<file path="src/rtl/reg_dump_reader.sv">
// Debug read-out engine: walks a wrap-around range of register-file indices through a
// spare read port and streams each captured value out over a valid/ready interface.
module reg_dump_reader #(
   parameter int NUM_REGS = 32,
   parameter int ADDR_W   = 5,
   parameter int DATA_W   = 32
) (
   input  logic              clock,
   input  logic              reset_n,
   input  logic              start,
   input  logic              abort,
   input  logic [ADDR_W-1:0] first_reg,
   input  logic [ADDR_W-1:0] last_reg,
   output logic [ADDR_W-1:0] rf_addr,
   input  logic [DATA_W-1:0] rf_data,
   output logic              out_valid,
   input  logic              out_ready,
   output logic [DATA_W-1:0] out_data,
   output logic [ADDR_W-1:0] out_index,
   output logic              out_last,
   output logic              busy,
   output logic              done
);

   typedef enum logic [1:0] {
      IDLE = 2'd0,
      LOAD = 2'd1,
      SEND = 2'd2,
      DONE = 2'd3
   } state_t;

   state_t            state_q;
   state_t            state_d;
   logic [ADDR_W-1:0] ptr;
   logic [ADDR_W-1:0] last_q;
   logic [ADDR_W-1:0] ptr_next;

   // Index space is a power of two, so the wrap is explicit only for clarity.
   assign ptr_next = (ptr == ADDR_W'(NUM_REGS - 1)) ? '0 : ptr + 1'b1;

   assign busy = (state_q != IDLE);
   assign done = (state_q == DONE);

   // NOTE: every output of a combinational block gets a default first, otherwise
   // a path that skips the assignment infers a latch.
   always_comb begin
      state_d = state_q;
      case (state_q)
         IDLE: if (start) state_d = LOAD;
         LOAD: state_d = abort ? IDLE : SEND;
         SEND: begin
            if (abort)          state_d = IDLE;
            else if (out_ready) state_d = out_last ? DONE : LOAD;
         end
         DONE:    state_d = IDLE;
         default: state_d = IDLE;
      endcase
   end

   // NOTE: clocked state uses non-blocking assignments so every register samples
   // the pre-edge values, regardless of statement order.
   always_ff @(posedge clock or negedge reset_n) begin
      if (!reset_n) state_q <= IDLE;
      else          state_q <= state_d;
   end

   always_ff @(posedge clock or negedge reset_n) begin
      if (!reset_n) begin
         ptr       <= '0;
         last_q    <= '0;
         rf_addr   <= '0;
         out_data  <= '0;
         out_index <= '0;
         out_valid <= 1'b0;
         out_last  <= 1'b0;
      end else begin
         case (state_q)
            IDLE: begin
               if (start) begin
                  ptr     <= first_reg;
                  last_q  <= last_reg;
                  rf_addr <= first_reg;
               end
            end
            LOAD: begin
               if (abort) begin
                  out_valid <= 1'b0;
                  out_last  <= 1'b0;
               end else begin
                  out_data  <= rf_data;
                  out_index <= ptr;
                  out_last  <= (ptr == last_q);
                  out_valid <= 1'b1;
               end
            end
            SEND: begin
               if (abort || out_ready) begin
                  out_valid <= 1'b0;
                  out_last  <= 1'b0;
                  // Abort wins over a simultaneous handshake: no further fetch.
                  if (!abort && !out_last) begin
                     ptr     <= ptr_next;
                     rf_addr <= ptr_next;
                  end
               end
            end
            default: ;
         endcase
      end
   end

endmodule
</file>
<file path="config.mk">
export PLATFORM = sky130hd
export DESIGN_NAME = reg_dump_reader
export DESIGN_NICKNAME = d
export VERILOG_FILES = /design/src/rtl/reg_dump_reader.sv
export SDC_FILE = /design/constraint.sdc
export NUM_CORES = 1
export LEC_CHECK = 0
export CAP_MARGIN = 20
export CORE_MARGIN = 2
export CORE_UTILIZATION = 43
export CTS_CLUSTER_SIZE = 25
export DETAILED_ROUTE_END_ITERATION = 12
export PLACE_DENSITY = 0.8
export SLEW_MARGIN = 0
export SYNTH_ARGS = -nofsm -noshare
export SYNTH_HDL_FRONTEND = slang
export SYNTH_SLANG_ARGS = --single-unit
</file>
<file path="constraint.sdc">
create_clock -name clock -period 1.8 [get_ports clock]
set_input_delay 0.27 -clock clock [delete_from_list [all_inputs] [get_ports clock]]
set_output_delay 0.27 -clock clock [all_outputs]
set_load 0.005 [all_outputs]
</file>
==> results of run 1 <==
[final cells by class]
type	instances	area, sq um	area share, %
Sequential cell	51	1280	36.6
Clock inverter	3	43.8	1.25
Timing Repair Buffer	109	1060	30.3
Tap cell	70	87.6	2.51
Multi-Input combinational cell	91	946	27.1
Clock buffer	5	68.8	1.97
Inverter	3	11.3	0.322
[per-layer routing]
metal	global-route usage, %	routed length (microns)	part of all wire [%]	vias to the layer above
li1	-	-	-	759
met3	4.24	357	6.7	6
met4	4.11	40	0.76	0
met1	25.8	2440	46	775
met5	0	0	0	-
met2	30.3	2460	46	79
[power by group]
group / leakage, nW / switching, mW / total [mW] / internal (mW)
Clock: 0.0581 / 0.367 / 0.781 / 0.414
Combinational: 0.817 / 0.545 / 1.82 / 1.28
Sequential: 0.604 / 0.245 / 1.79 / 1.54
[metrics by stage]
step	std cells	setup TNS, ps
after global routing	332	0
after global placement	320	0
after detailed placement	320	-13.6
final	332	0
after CTS	331	0
after floorplan	151	0
[cell families (layout without fill, tap and decap cells)]
kind of cell / count (synthesis) / after routing
flops: 51 / 51
xor+xnor: 5 / 5
mux: 48 / 48
buf+inv: 9 / 120
fa+ha+maj: 2 / 2
compound gates: 14 / 14
simple gates: 22 / 22
[worst paths after layout]
kind	endpoint	cells past startpoint	slack [ps]	start
max reg2reg	ptr[2]$_DFFE_PN0P_	6	110	ptr[0]$_DFFE_PN0P_
min	out_data[16]$_DFFE_PN0P_	2	480	reset_n
min in group clock	out_data[3]$_DFFE_PN0P_	1	510	out_data[3]$_DFFE_PN0P_
min reg2reg	out_data[3]$_DFFE_PN0P_	1	510	out_data[3]$_DFFE_PN0P_
max	busy	2	60	state_q[0]$_DFFE_PN0P_
max in group asynchronous	ptr[1]$_DFFE_PN0P_	3	720	reset_n
[registers in the layout, indices dropped and copies added (netlist names)]
name / cells
out_data: 32
out_valid: 1
state_q: 2
ptr: 5
out_last: 1
out_index: 5
last_q: 5
[worst max-delay path, stage by stage (launching register included)]
cell and delay (ps):
dfrtp_2 420, or2_2 300, clkdlybuf4s50_1 450
[repair_timing]
| item | in CTS | in global routing |
|---|---|---|
| buffers inserted | 2 | 1 |
| cloned | 0 | 0 |
| endpoints found under the hold margin | 23 | 0 |
| endpoints found under the setup margin | 2 | 1 |
| resized for setup | 2 | 0 |
| hold buffers | 1 | 0 |
[cell usage in the layout (no fill, tap or decap), types with 3 or more instances in the layout]
master           netlist  layout
dfrtp_1               51      49
buf_4                  1      15
clkdlybuf4s50_1        0      91
inv_1                  3       3
mux2_2                28      28
xnor2_1                3       3
o21ai_0                4       4
mux2_4                20      20
clkbuf_8               0       5
nand2b_1               3       3
nand2_1                3       3
nor2_1                 3       3
==> results.py, run 1 <==
metrics = {
    "status": {
        "status": "complete, no violations",
    },
    "synthesis": {
        "async_reset_ff_share_pct": 100,
        "synthMuxAreaShare_pct": 26.7,
        "synth_seq_area_share_pct": 55.4,
        "synth-simple-area-share_pct": 6.68,
        "ys_ff_latch": 51,
        "synth_compound_area_share_pct": 4.40,
        "synth_top_area_share_pct": 55.4,
        "synth_top_family_by_area": "multiplexers",
        "synth_area_leaders": "dfrtp_1 (55%), mux2_2 (14%), mux2_4 (13%)",
        "synth_commonest_cells": "dfrtp_1 (51), mux2_2 (28), mux2_4 (20)",
        "synth_most_common_cell": "dfrtp_1",
        "synth_edf_count": 0,
        "synth_warnings": 0,
        "synthCells": 151,
        "synth_xor_area_share_pct": 1.90,
        "syn_area_per_cell_sq_um": 15.2,
        "syn_area_sq_um": 2300,
        "synthFlopType": "dfrtp_1",
        "syn-num-nets": 200,
        "synth-adder-area-share_pct": 1.09,
        "synth_cell_type_count": 35,
        "yosys.area.top_type": "dfrtp_1",
    },
    "grt": {
        "grt_pass1_wl_mm": 8.76,
        "grt_pass1_vias": 1682,
        "grt_max_degree": 29,
        "antenna_found_initial": 0,
        "track_usage_pct": 18.7,
        "gr-total-overflow": 0,
    },
    "sta": {
        "setup_ws_ps": 62.4,
        "holdWs_ps": 481,
        "slew-limit-headroom_pct": 64.1,
        "skew_ps": 4.05,
        "tightest_slew_ps": 538,
        "drv_slew": 0,
        "post-route-period-util_pct": 96.5,
        "rsz0062_at_grt": "no",
        "finalSetupViolations": 0,
        "fin_crit_ps": 1740,
        "fmax_mhz": 576,
        "hold_viol_final": 0,
    },
    "cells_and_area": {
        "fin_util_pct": 68.0,
        "syn_to_final_growth_pct": 51.8,
        "final_nets": 310,
        "antenna_cells": 0,
        "fin_area_sq_um": 3490,
        "nFillCells": 405,
        "drive_gt1_share_pct": 30.9,
    },
    "routing": {
        "viasPerCell": 4.88,
        "dr.pass1.iters": 4,
        "final_antenna_net_count": 0,
        "vias": 1619,
        "avgRoutedWirePerCell_microns": 16.0,
        "route.detailed.drc": 0,
        "wl_mm": 5.30,
        "drt_iter0_markers": 43,
    },
    "die": {
        "dieArea_sq_um": 5960,
        "die_h_microns": 77.2,
        "dieWidth_microns": 77.2,
        "core_area_sq_um": 5140,
        "rows": 26,
        "pin_count": 93,
        "start_util_pct": 44.8,
    },
    "worst_setup_path": {
        "cp.arrival_ps": 1470,
        "cp-start-kind": "flip-flop",
        "critPathCaptureType": "output pin",
        "critical_path_class": "flip-flop to output pin",
        "worstPathRequired_ps": 1530,
        "cp_max_fo": 3,
    },
    "run": {
        "maxCapViolCount": 0,
    },
    "place": {
        "place_area_sq_um": 3350,
        "gp_congestion": 0.797,
        "dp_hpwl_mm": 4.00,
        "port_buffers": 92,
        "pre_cts_slack_ps": -5.79,
    },
    "clock_tree": {
        "clk_path_buf_depth": 2,
        "root_buffer": "clkbuf_8",
        "numClockSinks": 51,
        "h-tree-depth": 2,
        "tritoncts": "done",
        "clkLatencyLatePin_ps": 300,
        "numCtsBuffers": 5,
        "clkTransAtPathRegs_ps": 90,
    },
    "power_and_ir_drop": {
        "ir_drop_mv": 0.565,
        "power_mw": 4.39,
        "leakagePower_nw": 1.48,
        "power.density_nw_per_um2": 1260,
    },
    "min_path": {
        "hold_path_class": "input port to asynchronous set/reset pin",
    },
}
Power figures use the tool's default switching activity.
==> run 2, diff against run 1 <==
--- a/config.mk
+++ b/config.mk
@@ -11,6 +11,7 @@
 export CTS_CLUSTER_SIZE = 25
 export DETAILED_ROUTE_END_ITERATION = 12
 export PLACE_DENSITY = 0.8
+export SKIP_CTS_REPAIR_TIMING = 1
 export SLEW_MARGIN = 0
 export SYNTH_ARGS = -nofsm -noshare
 export SYNTH_HDL_FRONTEND = slang
==> constraint.sdc (replaced) <==
create_clock -name clock -period 1.6 [get_ports clock]
set_input_delay 0.24 -clock clock [delete_from_list [all_inputs] [get_ports clock]]
set_output_delay 0.24 -clock clock [all_outputs]
set_load 0.005 [all_outputs]
==> results.py, run 2 (synthesis results as in run 1) <==
metrics = {
    "sta": {
        "finalSetupViolations": 0,
        "tightest_slew_ps": 359,
        "fmax_mhz": 637,
        "post-route-period-util_pct": 98.1,
        "drv_slew": 0,
        "fin_crit_ps": 1570,
        "skew_ps": 4.13,
        "slew-limit-headroom_pct": 76.1,
        "hold_viol_final": 0,
    },
    "grt": {
        "grt_pass1_wl_mm": 8.05,
        "antenna_found_initial": 0,
        "grt_max_degree": 52,
        "gr-total-overflow": 0,
        "grt_pass1_vias": 1596,
        "track_usage_pct": 17.1,
    },
    "cells_and_area": {
        "largest_reg_flops": 32,
        "final_nets": 317,
        "fin_util_pct": 71.0,
        "layout_commonest_cell": "clkdlybuf4s50_1",
        "final_cells": 338,
        "syn_to_final_growth_pct": 58.4,
        "mostFrequentLayoutCells": "clkdlybuf4s50_1 (89), dfrtp_1 (47), mux2_2 (25)",
        "drive_gt1_share_pct": 34.3,
        "top_register": "out_data",
        "antenna_cells": 0,
        "fin_area_sq_um": 3650,
        "nFillCells": 384,
    },
    "status": {
        "status": "complete, no violations",
    },
    "clock_tree": {
        "numCtsBuffers": 5,
        "root_buffer": "clkbuf_8",
        "numClockSinks": 51,
        "tritoncts": "done",
        "clkTransAtPathRegs_ps": 90,
        "clk_path_buf_depth": 2,
        "h-tree-depth": 2,
        "clkLatencyLatePin_ps": 290,
    },
    "die": {
        "start_util_pct": 44.8,
        "rows": 26,
        "die_h_microns": 77.2,
        "core_area_sq_um": 5140,
        "pin_count": 93,
        "dieArea_sq_um": 5960,
        "dieWidth_microns": 77.2,
    },
    "routing": {
        "viasPerCell": 4.87,
        "dr.pass1.iters": 4,
        "vias": 1645,
        "final_antenna_net_count": 0,
        "wl_mm": 5.40,
        "drt_iter0_markers": 55,
        "route.detailed.drc": 0,
        "avgRoutedWirePerCell_microns": 16.0,
    },
    "worst_setup_path": {
        "cp-start-kind": "flip-flop",
        "critical_path_class": "flip-flop to flip-flop",
        "cp_max_fo": 10,
        "ff2ff_path_depth": 5,
        "cp.arrival_ps": 1750,
        "critPathCaptureType": "flip-flop",
        "worstPathRequired_ps": 1780,
    },
    "power_and_ir_drop": {
        "power.density_nw_per_um2": 1350,
        "ir_drop_mv": 0.715,
        "power_mw": 4.94,
        "leakagePower_nw": 1.56,
    },
    "place": {
        "dp.cells": 321,
        "port_buffers": 92,
        "dp_hpwl_mm": 3.70,
        "place_area_sq_um": 3380,
        "gp_congestion": 0.816,
    },
    "run": {
        "maxCapViolCount": 0,
    },
    "min_path": {
        "hold_path_class": "input port to asynchronous set/reset pin",
    },
}
## run 2: power by group
group	internal (mW)	switching, mW	total (mW)
clock	0.340	0.388	0.728
sequential	1.74	0.288	2.03
combinational	1.55	0.631	2.18
## run 2: routing by layer
| metal | vias up | share of wire [%] | track usage [%] |
|---|---|---|---|
| li1 | 774 | - | - |
| met1 | 795 | 46 | 24.1 |
| met2 | 72 | 47 | 26.8 |
| met3 | 4 | 6.2 | 3.76 |
| met4 | 0 | 0.74 | 4.82 |
| met5 | - | 0 | 0 |
## run 2: cell type report
type	count	area [sq um]	share of cell area [%]
multi-input combinational	91	1000	27.4
timing repair buffer	116	1180	32.3
inverter	3	11.3	0.309
clock inverter	1	5.00	0.137
clock buffer	6	82.6	2.26
tap	70	87.6	2.40
sequential	51	1280	35.1
## run 2: final timing paths
kind | from | endpoint | slack, ps
worst max-delay path | state_q[1]$_DFFE_PN0P_ | out_data[7]$_DFFE_PN0P_ | 30
worst min-delay path | reset_n | out_data[24]$_DFFE_PN0P_ | 450
worst max register to register | state_q[1]$_DFFE_PN0P_ | out_data[7]$_DFFE_PN0P_ | 30
worst min register to register | out_data[3]$_DFFE_PN0P_ | out_data[3]$_DFFE_PN0P_ | 510
max in group asynchronous | reset_n | state_q[0]$_DFFE_PN0P_ | 900
min in group clock | out_data[3]$_DFFE_PN0P_ | out_data[3]$_DFFE_PN0P_ | 510
## run 2: stage by stage
| step | setup WS (ps) | setup TNS, ps | hold WS [ps] |
|---|---|---|---|
| 2_1_floorplan | -30.0 | -30.0 | -55.6 |
| 3_3_place_gp | -129 | -4480 | 251 |
| 3_5_place_dp | -177 | -5970 | 251 |
| 4_1_cts | -295 | -998 | -73.1 |
| 5_1_grt | -13.5 | -103 | 483 |
| 6_report | 30.1 | 0 | 453 |
## run 2: worst max-delay path, stage by stage, from the launching register on
cell and delay (ps):
dfrtp_2 430, buf_4 180, nor3b_4 180, buf_6 170, clkbuf_16 170, mux2_2 330
==> run 3, diff against run 2 <==
--- a/config.mk
+++ b/config.mk
@@ -7,10 +7,10 @@
 export LEC_CHECK = 0
 export CAP_MARGIN = 20
 export CORE_MARGIN = 2
-export CORE_UTILIZATION = 43
+export CORE_UTILIZATION = 35
 export CTS_CLUSTER_SIZE = 25
 export DETAILED_ROUTE_END_ITERATION = 12
-export PLACE_DENSITY = 0.8
+export PLACE_DENSITY = 0.67
 export SKIP_CTS_REPAIR_TIMING = 1
 export SLEW_MARGIN = 0
 export SYNTH_ARGS = -nofsm -noshare
==> results.py, run 3 (synthesis results as in run 1) <==
metrics = {
    "routing": {
        "avgRoutedWirePerCell_microns": 15.1,
        "final_antenna_net_count": 0,
        "viasPerCell": 4.74,
        "route.detailed.drc": 0,
        "vias": 1617,
        "drt_iter0_markers": 47,
        "dr.pass1.iters": 4,
        "wl_mm": 5.14,
    },
    "clock_tree": {
        "numCtsBuffers": 5,
        "clkTransAtPathRegs_ps": 90,
        "h-tree-depth": 2,
        "root_buffer": "clkbuf_8",
        "clk_path_buf_depth": 2,
        "clkLatencyLatePin_ps": 290,
        "numClockSinks": 51,
        "tritoncts": "done",
    },
    "cells_and_area": {
        "final_nets": 313,
        "drive_gt1_share_pct": 32.6,
        "top_register": "out_data",
        "largest_reg_flops": 32,
        "nFillCells": 532,
        "fin_area_sq_um": 3590,
        "antenna_cells": 0,
        "mostFrequentLayoutCells": "clkdlybuf4s50_1 (88), dfrtp_1 (48), mux2_4 (30)",
        "layout_commonest_cell": "clkdlybuf4s50_1",
        "syn_to_final_growth_pct": 55.8,
    },
    "die": {
        "die_h_microns": 85.1,
        "dieWidth_microns": 85.1,
        "pin_count": 93,
        "rows": 29,
        "dieArea_sq_um": 7240,
        "core_area_sq_um": 6350,
        "start_util_pct": 36.3,
    },
    "worst_setup_path": {
        "cp-startpoint": "ptr[0]$_DFFE_PN0P_",
        "cp.arrival_ps": 1780,
        "worstPathRequired_ps": 1790,
        "critPathCaptureType": "flip-flop",
        "r2r-start": "ptr[0]$_DFFE_PN0P_",
        "cp_max_fo": 2,
        "critical_path_class": "flip-flop to flip-flop",
        "cp-start-kind": "flip-flop",
    },
    "sta": {
        "hold_viol_final": 0,
        "skew_ps": 4.10,
        "fin_setup_tns_ps": 0,
        "drv_slew": 0,
        "slew-limit-headroom_pct": 81.4,
        "finalSetupViolations": 0,
        "setup_ws_ps": 6.71,
        "fmax_mhz": 628,
        "fin_crit_ps": 1590,
        "rsz0062_at_grt": "yes",
        "tightest_slew_ps": 279,
        "post-route-period-util_pct": 99.6,
    },
    "power_and_ir_drop": {
        "leakagePower_nw": 1.56,
        "power.density_nw_per_um2": 1390,
        "power_mw": 5.00,
        "ir_drop_mv": 0.744,
    },
    "grt": {
        "grt_pass1_vias": 1570,
        "track_usage_pct": 14.3,
        "gr-total-overflow": 0,
        "grt_max_degree": 52,
        "antenna_found_initial": 0,
        "grt_pass1_wl_mm": 8.22,
    },
    "place": {
        "place_area_sq_um": 3400,
        "gp_congestion": 0.771,
        "pre_cts_slack_ps": -189,
        "dp_hpwl_mm": 3.63,
        "port_buffers": 92,
    },
    "status": {
        "status": "complete, no violations",
    },
    "min_path": {
        "hold_path_class": "input port to asynchronous set/reset pin",
    },
    "run": {
        "maxCapViolCount": 0,
    },
}
## run 3: changes by cell type in the layout (fill, tap and decap cells not counted), sizes merged
cell,delta
buf,-2
clkbuf,-2
bufinv,+1
clkdlybuf4s50,-1
clkinv,-1
dlymetal6s2s,+1
## run 3: metal layers
| layer | routed length, microns | vias up | share of wire (%) | track usage, % |
|---|---|---|---|---|
| met1 | 2340 | 795 | 45 | 20.2 |
| li1 | - | 764 | - | - |
| met5 | 0 | - | 0 | 0 |
| met2 | 2460 | 56 | 48 | 21.9 |
| met3 | 324 | 2 | 6.3 | 4.47 |
| met4 | 16 | 0 | 0.31 | 3.03 |
## run 3: per-stage QoR
stage / hold WS [ps] / cells / utilization [%]
floorplan: -55.6 / 151 / -
global placement: 255 / 329 / 53.5
detailed placement: 258 / 329 / 53.5
CTS: -69.7 / 336 / 55.1
global route: 496 / 341 / 56.5
finish: 485 / 341 / 56.5
## run 3: power breakdown
part / leakage [nW] / switching, mW / internal, mW / total, mW
clock network: 0.0513 / 0.407 / 0.459 / 0.866
logic: 0.908 / 0.606 / 1.52 / 2.13
registers: 0.603 / 0.266 / 1.74 / 2.00
## run 3: final timing paths
check	slack, ps	cells past startpoint	to
worst max-delay path	7	5	ptr[4]$_DFFE_PN0P_
worst min-delay path	490	3	out_data[17]$_DFFE_PN0P_
worst max register to register	7	5	ptr[4]$_DFFE_PN0P_
worst min register to register	510	1	out_data[30]$_DFFE_PN0P_
max in group asynchronous	870	3	ptr[0]$_DFFE_PN0P_
min in group clock	510	1	out_data[30]$_DFFE_PN0P_
## run 3: cell type report
cell class / count / area, sq um / share of cell area, %
Clock inverter: 1 / 30.0 / 0.837
Sequential cell: 51 / 1280 / 35.7
Inverter: 3 / 11.3 / 0.314
Tap cell: 77 / 96.3 / 2.69
Clock buffer: 6 / 72.6 / 2.02
Multi-Input combinational cell: 91 / 991 / 27.6
Timing Repair Buffer: 112 / 1100 / 30.8
## run 3: critical path: stages (launching register included)
cell     delay, ps
dfrtp_2        410
ha_2           180
and3_1         140
ha_2           240
mux2_2         260
mux2_4         260
